===== config.mk =====
export PLATFORM = sky130hd
export DESIGN_NAME = mem_arbiter
export DESIGN_NICKNAME = d
export VERILOG_FILES = /design/src/rtl/mem_arb_pkg.sv /design/src/rtl/rr_arb2.sv /design/src/rtl/mem_arbiter.sv
export SDC_FILE = /design/constraint.sdc
export NUM_CORES = 1
export LEC_CHECK = 0
export ABC_AREA = 1
export BUFFER_PORTS_ARGS = -buffer_cell sky130_fd_sc_hd__buf_2
export CAP_MARGIN = 20
export CORE_ASPECT_RATIO = 0.7
export CORE_MARGIN = 4
export CORE_UTILIZATION = 30
export CTS_CLUSTER_SIZE = 40
export DETAILED_ROUTE_END_ITERATION = 10
export SYNTH_ARGS = -nofsm -noshare
export SYNTH_HDL_FRONTEND = slang
export SYNTH_SLANG_ARGS = --single-unit

===== constraint.sdc =====
create_clock -name CLK -period 1.36 [get_ports CLK]
set_input_delay 0.272 -clock CLK [delete_from_list [all_inputs] [get_ports CLK]]
set_output_delay 0.272 -clock CLK [all_outputs]
set_load 0.05 [all_outputs]

===== src/rtl/mem_arb_pkg.sv =====
// Shared types and default widths for the two-requester memory arbiter.
package mem_arb_pkg;

  localparam int ADDR_W = 7;
  localparam int DATA_W = 8;
  localparam int CNT_W  = 16;

  typedef enum logic [1:0] {
    IDLE,
    ISSUE,
    WAIT,
    ACK
  } arb_state_t;

endpackage


===== src/rtl/rr_arb2.sv =====
// Combinational two-way round-robin pick: on contention the requester that
// was not granted last time wins.
module rr_arb2 (
  input  logic [1:0] i_req,
  input  logic       i_last_grant,
  output logic       o_gnt_idx,
  output logic       o_valid
);

  always_comb begin
    o_valid   = |i_req;
    o_gnt_idx = i_req[1];
    if (i_req == 2'b11) begin
      o_gnt_idx = ~i_last_grant;
    end
  end

endmodule


===== src/rtl/mem_arbiter.sv =====
// Round-robin arbiter and access sequencer for the shared single-port memory:
// IDLE -> ISSUE -> WAIT -> ACK, one transaction at a time.
module mem_arbiter
  import mem_arb_pkg::*;
#(
  parameter int ADDR_W = mem_arb_pkg::ADDR_W,
  parameter int DATA_W = mem_arb_pkg::DATA_W,
  parameter int CNT_W  = mem_arb_pkg::CNT_W
) (
  input  logic              CLK,
  input  logic              RST,
  input  logic [1:0]        req,
  input  logic [1:0]        we,
  input  logic [ADDR_W-1:0] addr0,
  input  logic [ADDR_W-1:0] addr1,
  input  logic [DATA_W-1:0] wdata0,
  input  logic [DATA_W-1:0] wdata1,
  output logic [1:0]        ack,
  output logic [DATA_W-1:0] rd_data,
  output logic [ADDR_W-1:0] mem_addr,
  output logic [DATA_W-1:0] mem_data,
  output logic              mem_rw_en,
  input  logic [DATA_W-1:0] mem_data_read,
  output logic              busy,
  output logic              gnt_id,
  output logic [CNT_W-1:0]  xfer_cnt
);

  arb_state_t        r_state;
  arb_state_t        w_state_next;
  logic              w_arb_valid;
  logic              w_gnt_idx;
  logic              r_last_grant;
  logic              r_gnt_id;
  logic              r_we_q;
  logic [ADDR_W-1:0] r_mem_addr;
  logic [DATA_W-1:0] r_mem_data;
  logic [DATA_W-1:0] r_rd_data;
  logic [CNT_W-1:0]  r_xfer_cnt;

  rr_arb2 u_rr_arb2 (
    .i_req        (req),
    .i_last_grant (r_last_grant),
    .o_gnt_idx    (w_gnt_idx),
    .o_valid      (w_arb_valid)
  );

  always_ff @(posedge CLK or posedge RST) begin
    if (RST) begin
      r_state <= IDLE;
    end else begin
      r_state <= w_state_next;
    end
  end

  // ack, mem_rw_en and busy decode from the state register alone, so an
  // asynchronous reset clears them immediately.
  always_comb begin
    w_state_next = r_state;
    ack          = 2'b00;
    mem_rw_en    = 1'b0;
    busy         = 1'b1;
    case (r_state)
      IDLE: begin
        busy = 1'b0;
        if (w_arb_valid) begin
          w_state_next = ISSUE;
        end
      end
      ISSUE: begin
        mem_rw_en    = r_we_q;
        w_state_next = WAIT;
      end
      WAIT: begin
        w_state_next = ACK;
      end
      ACK: begin
        ack[r_gnt_id] = 1'b1;
        w_state_next  = IDLE;
      end
      default: begin
        w_state_next = IDLE;
      end
    endcase
  end

  always_ff @(posedge CLK or posedge RST) begin
    if (RST) begin
      r_last_grant <= 1'b1;
      r_gnt_id     <= 1'b0;
      r_we_q       <= 1'b0;
      r_mem_addr   <= '0;
      r_mem_data   <= '0;
      r_rd_data    <= '0;
      r_xfer_cnt   <= '0;
    end else begin
      if (r_state == IDLE && w_arb_valid) begin
        r_gnt_id     <= w_gnt_idx;
        r_last_grant <= w_gnt_idx;
        r_we_q       <= we[w_gnt_idx];
        r_mem_addr   <= w_gnt_idx ? addr1 : addr0;
        r_mem_data   <= w_gnt_idx ? wdata1 : wdata0;
      end
      // Memory output is registered, so the read byte is only valid in WAIT.
      if (r_state == WAIT && !r_we_q) begin
        r_rd_data <= mem_data_read;
      end
      if (r_state == ACK && r_xfer_cnt != {CNT_W{1'b1}}) begin
        r_xfer_cnt <= r_xfer_cnt + CNT_W'(1);
      end
    end
  end

  assign rd_data  = r_rd_data;
  assign mem_addr = r_mem_addr;
  assign mem_data = r_mem_data;
  assign gnt_id   = r_gnt_id;
  assign xfer_cnt = r_xfer_cnt;

endmodule


==> results_dict.tcl, run 1 <==
set metrics [dict create \
    cts.sinks 44 \
    core_sq_um 7420 \
    netlist_area_sq_um 2330 \
    synth_seq_area_share 0.473 \
    placement.cell_area_sq_um 3150 \
    critPathMostFrequentCell "buf_12" \
    setup_viol 40 \
    status "finished, violations left" \
    drv_cap 0 \
    root_buffer "clkbuf_8" \
    worst_path_largest_cell_delay_ns 0.43 \
    rsz0062_at_grt "yes" \
    setup_ws_ns -0.169 \
    yosysWarnings 0 \
    fmax_mhz 654 \
    insertion_delay_ns 0.29 \
    swShare 0.495 \
    portBuffers 87 \
    grt-ovfl-total 0 \
    leakage_nw 1.88 \
    die_h_um 81.7 \
    dieArea_sq_um 9260 \
    antenna_left 0 \
    crit_chain "inv_2, ha_4, clkinvlp_4, buf_12, nor2_4, buf_12, nor2_1, a31oi_1" \
    cts_buffers 5 \
    clk_pin_slew_worst_paths_ns 0.08 \
    crit_fanout 30 \
    die_w_um 113 \
    critPathRequiredTime_ns 1.57 \
    hold_viol_final 0 \
    grt_pass1_wl_um 10800 \
    drt_iter0_markers 99 \
    io-pin-count 88 \
    power.density_nw_per_um2 2140 \
    cts_tree "done" \
    antenna_found_initial 0 \
    switchingPower_w 0.00403 \
    drc_errors 0 \
    p_seq_frac 0.266 \
    layout.nets 471 \
    vias 2346 \
    synth_cell_type_count 26 \
    skew_ns 0.0119 \
    finalCoreUtilization 0.512 \
    violations "negative setup slack" \
    dp_hpwl_um 4820 \
    routed_wl_um 6880 \
    fin_cells 521 \
    critPathKind "register to register" \
    clkPwrFrac 0.104 \
    peakVddDrop_mv 1.31 \
    netlist_instances 285 \
    comb_power_share 0.630 \
    fin_crit_sh 1.12 \
    hold_class "input port to register" \
    gp_congestion 0.784 \
    initial_core_util 0.314 \
    area_delta_synth_final_pct 63.1 \
    worstSetupStartpointType "register" \
    p_int_w 0.00411 \
    drtPass1Iterations 4 \
    slew_violations 0 \
    slew_headroom 0.812 \
    drive_above_1_share 0.560 \
    clockBufferDepth 2 \
    grtUsageTotal 0.148 \
    worstSetupEndpointType "register" \
    cp_top_family "buffers and inverters" \
    worstMarginPinSlew_ns 0.281 \
    fillCellCount 677 \
    crit_slowest_cell "dfrtp_1" \
    syn_avg_cell_area_sq_um 8.17 \
    num_rows 26 \
    dp.cells 488 \
    mappedNetlistNets 334 \
    ys_seq_elements 44 \
    period_needed_ns 1.53 \
    path_buf_inv 4 \
    grt_max_degree 31 \
    worstPathArrival_ns 1.74 \
    n_antenna_cell 0 \
    routed_via_density 4.50 \
    final_cell_area_sq_um 3800 \
    grt_pass1_vias 2231 \
    htreeDepth 2 \
    wl_per_cell_um 13.2 \
]
power by group through the flow:
stage | Combinational, W | Clock, W | Sequential (W)
6_report | 0.00513 | 0.000847 | 0.00216
5_1_grt | 0.00550 | 0.000945 | 0.00222
3_5_place_dp | 0.00412 | 0 | 0.00217
3_3_place_gp | 0.00405 | 0 | 0.00217
4_1_cts | 0.00473 | 0.000893 | 0.00215
2_1_floorplan | 0.00158 | 0 | 0.00362
placed cells by master (no fill, tap or decap), types with 8 or more instances in the layout:
cell     Yosys  routed
a31oi_1     15      15
buf_4        0      39
nand2_4      1      10
buf_2        5      70
buf_6        2      13
nand2_1     93      73
mux2_2       8       8
nor2_4       4      10
inv_1       25      17
nor2_1      36      27
inv_2        2       8
nand2_2      4      15
dfrtp_1     43      26
dfrtp_2      0      17
logic make-up after synthesis:
family / count (synthesis) / synth area share
XOR/XNOR: 7 / 0.0263
AO/OA/AOI/OAI: 30 / 0.0811
flip-flops: 44 / 0.473
buffers and inverters: 34 / 0.0639
AND/OR/NAND/NOR: 157 / 0.290
adder cells (fa/ha/maj): 5 / 0.0269
multiplexers: 8 / 0.0387
worst paths after layout:
path / end / startpoint / slack, ns / depth (start not counted)
min in group asynchronous: xfer_cnt[8] / RST / 0.44 / 3
worst min register to register: r_last_grant / r_last_grant / 0.48 / 2
worst min-delay path: rd_data[3] / mem_data_read[3] / 0.21 / 2
worst max register to register: mem_addr[1] / r_state[0] / -0.17 / 8
worst max-delay path: mem_addr[1] / r_state[0] / -0.17 / 8
max in group asynchronous: r_last_grant / RST / 0.41 / 4
flip-flops by register name (all words and copies together), names as in the netlist:
signal and count:
mem_addr 7, r_state 2, mem_data 8, rd_data 8
xfer_cnt 16, r_last_grant 1, r_we_q 1, gnt_id 1
per-stage QoR:
stage | hold WS (ns) | setup WS [ns] | power (W) | setup TNS [ns]
5_1_grt | 0.207 | -0.259 | 0.00866 | -7.52
6_report | 0.212 | -0.169 | 0.00814 | -4.23
3_5_place_dp | 0.222 | -0.0511 | 0.00629 | -0.348
2_1_floorplan | 0.418 | -0.160 | 0.00520 | -4.61
3_3_place_gp | 0.216 | -0.0306 | 0.00623 | -0.235
4_1_cts | 0.200 | -0.166 | 0.00777 | -2.95
area by class of cell:
cell class                      instances  area [sq um]  share of cell area
Clock buffer                            6          82.6              0.0217
Clock inverter                          2          10.0             0.00264
Inverter                               27           108              0.0283
Multi-Input combinational cell        208          1340               0.351
Sequential cell                        44          1120               0.296
Tap cell                               98           123              0.0323
Timing Repair Buffer                  136          1020               0.268
cells in the mapped netlist, drive strengths merged:
cell type   n  area share
nand2      98        0.17
dfrtp      43        0.46
nor2       41       0.080
inv        27       0.044
a31oi      15       0.040
o21ai      12       0.034
nand3      11       0.026
mux2        8       0.039
buf         7       0.020
nand4       6       0.016
ha          5       0.027
xnor2       5       0.019
a21oi       2      0.0043
xor2        2      0.0075
dfstp       1       0.011
nor3        1      0.0021
o22ai       1      0.0027
layer usage:
layer / vias to the layer above / routed length (um) / global-route usage
met5: - / 0 / 0
met4: 0 / 23 / 0.0288
met3: 2 / 568 / 0.0464
met2: 79 / 3010 / 0.228
met1: 1074 / 3280 / 0.208
li1: 1191 / - / -
what timing repair did:
item,CTS,global route
gates resized for setup,32,80
hold buffers,1,0
hold endpoints to repair,7,0
setup endpoints to repair,32,60
pin swaps,1,21
gates cloned,2,1
setup buffers,15,9
Power figures use the tool's default switching activity.
==> run 2, diff against run 1 <==
Settings changed: CORE_UTILIZATION 30 to 44, PLACE_DENSITY set to 0.83.
==> results_dict.tcl, run 2 (synthesis results as in run 1) <==
set metrics [dict create \
    layout.nets 462 \
    r2r_cells 8 \
    power_w 0.00795 \
    rsz0062_at_grt "yes" \
    crit_fanout 3 \
    cts_tree "done" \
    drv_cap 0 \
    grtUsageTotal 0.198 \
    num_rows 21 \
    grt_max_degree 45 \
    drtPass1Iterations 4 \
    grt-ovfl-total 0 \
    critPathRequiredTime_ns 1.09 \
    portBuffers 87 \
    wl_per_cell_um 13.8 \
    routed_via_density 5.00 \
    die_h_um 68.9 \
    gp_congestion 0.829 \
    insertion_delay_ns 0.30 \
    n_antenna_cell 0 \
    antenna_left 0 \
    largest_reg_flops 16 \
    skew_ns 0.0159 \
    grt_pass1_vias 2228 \
    clk_pin_slew_worst_paths_ns 0.10 \
    status "finished, violations left" \
    core_sq_um 4940 \
    fin_cells 483 \
    peakVddDrop_mv 1.43 \
    clockBufferDepth 2 \
    antenna_found_initial 0 \
    cts_buffers 5 \
    fillCellCount 377 \
    worstPathArrival_ns 1.27 \
    drc_errors 0 \
    dieArea_sq_um 6540 \
    vias 2416 \
    worstSetupStartpointType "register" \
    period_needed_ns 1.54 \
    violations "negative hold slack, negative setup slack" \
    setup_ws_ns -0.183 \
    critPathKind "register to output pin" \
    htreeDepth 2 \
    ctsHoldBuffers 0 \
    grt_pass1_wl_um 10000 \
    worstMarginPinSlew_ns 0.310 \
    worstSetupEndpointType "output pin" \
    dp.cells 456 \
    hold-worst-slack_ns -0.000876 \
    final_cell_mix "buf_2, nand2_1, buf_4" \
    initial_core_util 0.471 \
    slew_violations 0 \
    root_buffer "clkbuf_8" \
    drt_iter0_markers 94 \
    cts.sinks 44 \
    area_delta_synth_final_pct 55.7 \
    dp_hpwl_um 4650 \
    drive_above_1_share 0.529 \
    slew_headroom 0.793 \
    fin_crit_sh 1.13 \
    finalCoreUtilization 0.734 \
    hold_viol_final 10 \
    routed_wl_um 6660 \
    leakage_nw 1.85 \
    setup_viol 41 \
    power.density_nw_per_um2 2190 \
    hold_class "input port to async pin" \
    final_common_cell "buf_2" \
    io-pin-count 88 \
    fmax_mhz 648 \
    die_w_um 95.0 \
]
run 2: path summary, 6_finish.rpt:
kind	from	to	slack, ns
max	r_state[1]	busy	-0.18
min	RST	xfer_cnt[2]	-0.0009
max reg2reg	r_state[1]	mem_data[1]	-0.16
min reg2reg	r_last_grant	r_last_grant	0.50
max in group asynchronous	RST	r_last_grant	1.08
min in group CLK	mem_data_read[5]	rd_data[5]	0.21
run 2: power breakdown:
group	leakage (nW)	switching [W]	internal, W
Sequential	0.512	0.000364	0.00182
Clock	0.0479	0.000451	0.000359
Combinational	1.29	0.00318	0.00178
run 2: per-stage QoR:
| stage | setup TNS, ns | hold WS [ns] | instance area, sq um | worst slack [ns] |
|---|---|---|---|---|
| after floorplan | -4.61 | 0.418 | 2420 | -0.160 |
| after global placement | -0.0173 | 0.327 | 3120 | -0.00511 |
| final | -3.73 | -0.000876 | 3630 | -0.183 |
| after CTS | -3.32 | 0.00552 | 3360 | -0.157 |
| after detailed placement | -0.313 | 0.325 | 3120 | -0.0320 |
| after global routing | -6.94 | 0.0118 | 3630 | -0.264 |
run 2: routing by layer:
layer  global-route usage  vias up  share of wire
li1                     -     1169              -
met1                0.255     1154           0.43
met2                0.342       89           0.49
met3               0.0542        4          0.078
met4               0.0324        0         0.0059
met5                    0        -              0
run 2: what timing repair did:
action                                  in CTS  in global routing
endpoints found under the setup margin      36                 56
hold endpoints to repair                     0                  0
cloned                                       1                  1
buffers inserted                             9                  9
resized for setup                           25                 65
pin swaps                                    4                 18
run 2: final cells by class:
class	count	area, sq um	area share
multi-input cells	208	1300	0.359
inverters	27	105	0.0290
clock inverters	3	18.8	0.00518
clock buffers	5	68.8	0.0190
repair buffers	127	925	0.255
well taps	69	86.3	0.0238
flip-flops and latches	44	1120	0.310
run 2: critical path, stage by stage (launching register included):
cell        delay (ns)
dfrtp_1           0.42
inv_2             0.11
ha_4              0.16
clkinvlp_4        0.12
buf_8             0.17
==> run 3, diff against run 2 <==
Settings changed: SYNTH_HIERARCHICAL set to 1.
==> results_dict.tcl, run 3 <==
set metrics [dict create \
    status "finished, violations left" \
    violations "negative hold slack, negative setup slack" \
    syn_avg_cell_area_sq_um 8.27 \
    core_sq_um 4910 \
    crit_chain "inv_2, ha_4, nand2_2, buf_6, a21oi_2, a21oi_1" \
    portBuffers 87 \
    wl_per_cell_um 15.8 \
    die_h_um 68.6 \
    r2r_start "r_state[0]" \
    antenna_found_initial 0 \
    critPathRequiredTime_ns 1.53 \
    comb_power_share 0.616 \
    routed_wl_um 7320 \
    clkPwrFrac 0.100 \
    hold_class "input port to async pin" \
    fillCellCount 358 \
    worstSetupStartpointType "register" \
    grt_pass1_vias 2178 \
    worstSetupEndpointType "register" \
    area_delta_synth_final_pct 49.8 \
    r2r_cells 6 \
    cp-endpoint "mem_data[0]" \
    drc_errors 0 \
    fmax_mhz 661 \
    setup_viol 41 \
    r2r-end "mem_data[0]" \
    drtPass1Iterations 4 \
    synth_edf_count 0 \
    ys_top_cells_by_area "dfrtp_1, nand2_1, a21oi_1" \
    num_rows 21 \
    crit_fanout 10 \
    largest_reg_flops 16 \
    power.density_nw_per_um2 2280 \
    clk_pin_slew_worst_paths_ns 0.09 \
    fin_cells 465 \
    final_cell_mix "buf_2, nand2_1, a21oi_1" \
    synthSimpleGateAreaFrac 0.295 \
    insertion_delay_ns 0.29 \
    yosysTopAreaCell "dfrtp_1" \
    skew_ns 0.0113 \
    synthTopCellsByCount "nand2_1, dfrtp_1, a21oi_1, nor2_1, inv_1" \
    worstMarginPinSlew_ns 0.346 \
    drv_cap 0 \
    initial_core_util 0.469 \
    die_w_um 94.5 \
    layout.nets 444 \
    leakage_nw 1.74 \
    synth_seq_area_share 0.478 \
    power_w 0.00786 \
    synth_compound_area_frac 0.0971 \
    root_buffer "clkbuf_8" \
    gp_congestion 0.837 \
    critPathLaunch "r_state[0]" \
    final_common_cell "buf_2" \
    ctsHoldBuffers 0 \
    rsz0062_at_grt "yes" \
    synth_cell_type_count 27 \
    synthMuxAreaShare 0.0391 \
    setup_ws_ns -0.154 \
    clockBufferDepth 2 \
    htreeDepth 2 \
    yosysWarnings 6 \
    critPathKind "register to register" \
    swShare 0.513 \
    yosysMostFrequentCell "nand2_1" \
    n_antenna_cell 0 \
    cts.sinks 44 \
    worstPathArrival_ns 1.68 \
    worst_path_largest_cell_delay_ns 0.46 \
    p_seq_frac 0.283 \
    switchingPower_w 0.00403 \
    synth_async_sr_flop_share 1.00 \
    synth_top_area_frac 0.467 \
    hold-worst-slack_ns -0.000559 \
    detailedPlace.worstSlack_ns -0.0748 \
    drt_iter0_markers 184 \
    dp_hpwl_um 4630 \
    synthAdderAreaFrac 0.0271 \
    vias 2385 \
    fin_crit_sh 1.11 \
    peakVddDrop_mv 1.38 \
    period_needed_ns 1.51 \
    synth_top_family_by_area "simple AND/OR/NAND/NOR gates" \
    slew_violations 0 \
    synth_flop_cell "dfrtp_1" \
    io-pin-count 88 \
    r2r_slack_ns -0.15 \
    antenna_left 0 \
    synth-xor-area-share 0.0114 \
    cts_tree "done" \
    cts_buffers 5 \
    grt_pass1_wl_um 10600 \
    grt-ovfl-total 0 \
    mappedNetlistNets 328 \
    netlist_instances 279 \
    dp.cells 444 \
    ys_seq_elements 44 \
    netlist_area_sq_um 2310 \
    grtUsageTotal 0.212 \
    hold_viol_final 3 \
    p_int_w 0.00383 \
    dieArea_sq_um 6480 \
    grt_max_degree 45 \
    crit_slowest_cell "dfrtp_2" \
    drive_above_1_share 0.518 \
    slew_headroom 0.769 \
    routed_via_density 5.13 \
]
==> run 3: critical path, delay by kind of cell (launching register included) <==
kind | cells | cell delay (ns)
buf+inv | 2 | 0.32
compound gates | 2 | 0.28
fa+ha+maj | 1 | 0.18
simple gates | 1 | 0.15
flops | 1 | 0.46
==> run 3: metal layers <==
metal | global-route usage | vias to the layer above | wire (um) | share of wire
met4 | 0.0755 | 0 | 151 | 0.021
met3 | 0.0423 | 14 | 575 | 0.079
met2 | 0.338 | 130 | 3520 | 0.48
met5 | 0 | - | 0 | 0
met1 | 0.291 | 1112 | 3080 | 0.42
li1 | - | 1129 | - | -
==> run 3: power groups by stage <==
stage / clock network, W / registers, W / logic (W)
floorplan: 0 / 0.00363 / 0.00138
global placement: 0 / 0.00215 / 0.00386
detailed placement: 0 / 0.00217 / 0.00398
CTS: 0.000792 / 0.00220 / 0.00454
global route: 0.000857 / 0.00228 / 0.00514
finish: 0.000790 / 0.00223 / 0.00485
==> run 3: final cells by class <==
type | count | area (sq um) | share of cell area
Inverter | 26 | 115 | 0.0333
Clock inverter | 1 | 5.00 | 0.00145
Clock buffer | 7 | 76.3 | 0.0221
Tap cell | 69 | 86.3 | 0.0250
Sequential cell | 44 | 1120 | 0.326
Timing Repair inverter | 1 | 6.26 | 0.00181
Multi-Input combinational cell | 206 | 1330 | 0.384
Timing Repair Buffer | 111 | 713 | 0.206
==> run 3: worst min-delay path by stage <==
stage,to,slack [ns],cells after the start
3_5_place_dp,rd_data[2],0.33,3
3_3_place_gp,rd_data[0],0.33,3
2_1_floorplan,mem_data[6],0.41,2
6_report,r_we_q,-0.0006,3
4_1_cts,rd_data[0],0.02,3
5_1_grt,rd_data[6],0.02,3
==> run 3: metrics by stage <==
step	hold slack, ns	utilization	TNS [ns]	cell area (sq um)
3_3_place_gp	0.326	0.606	0	2980
6_report	-0.000559	0.703	-2.76	3450
3_5_place_dp	0.334	0.606	-0.238	2980
5_1_grt	0.0249	0.703	-5.58	3450
4_1_cts	0.0163	0.670	-0.627	3290
2_1_floorplan	0.405	-	-1.58	2350
==> run 3: cell families after synthesis <==
family | count (synthesis)
AND/OR/NAND/NOR | 145
flip-flops | 44
AO/OA/AOI/OAI | 43
buffers and inverters | 31
multiplexers | 8
adder cells (fa/ha/maj) | 5
XOR/XNOR | 3
==> run 3: repair_timing <==
| item | 4_1_cts | 5_1_grt |
|---|---|---|
| buffers inserted | 6 | 4 |
| pin swaps | 14 | 17 |
| endpoints found under the hold margin | 0 | 0 |
| gates cloned | 0 | 3 |
| setup endpoints to repair | 30 | 50 |
| gates resized for setup | 56 | 30 |
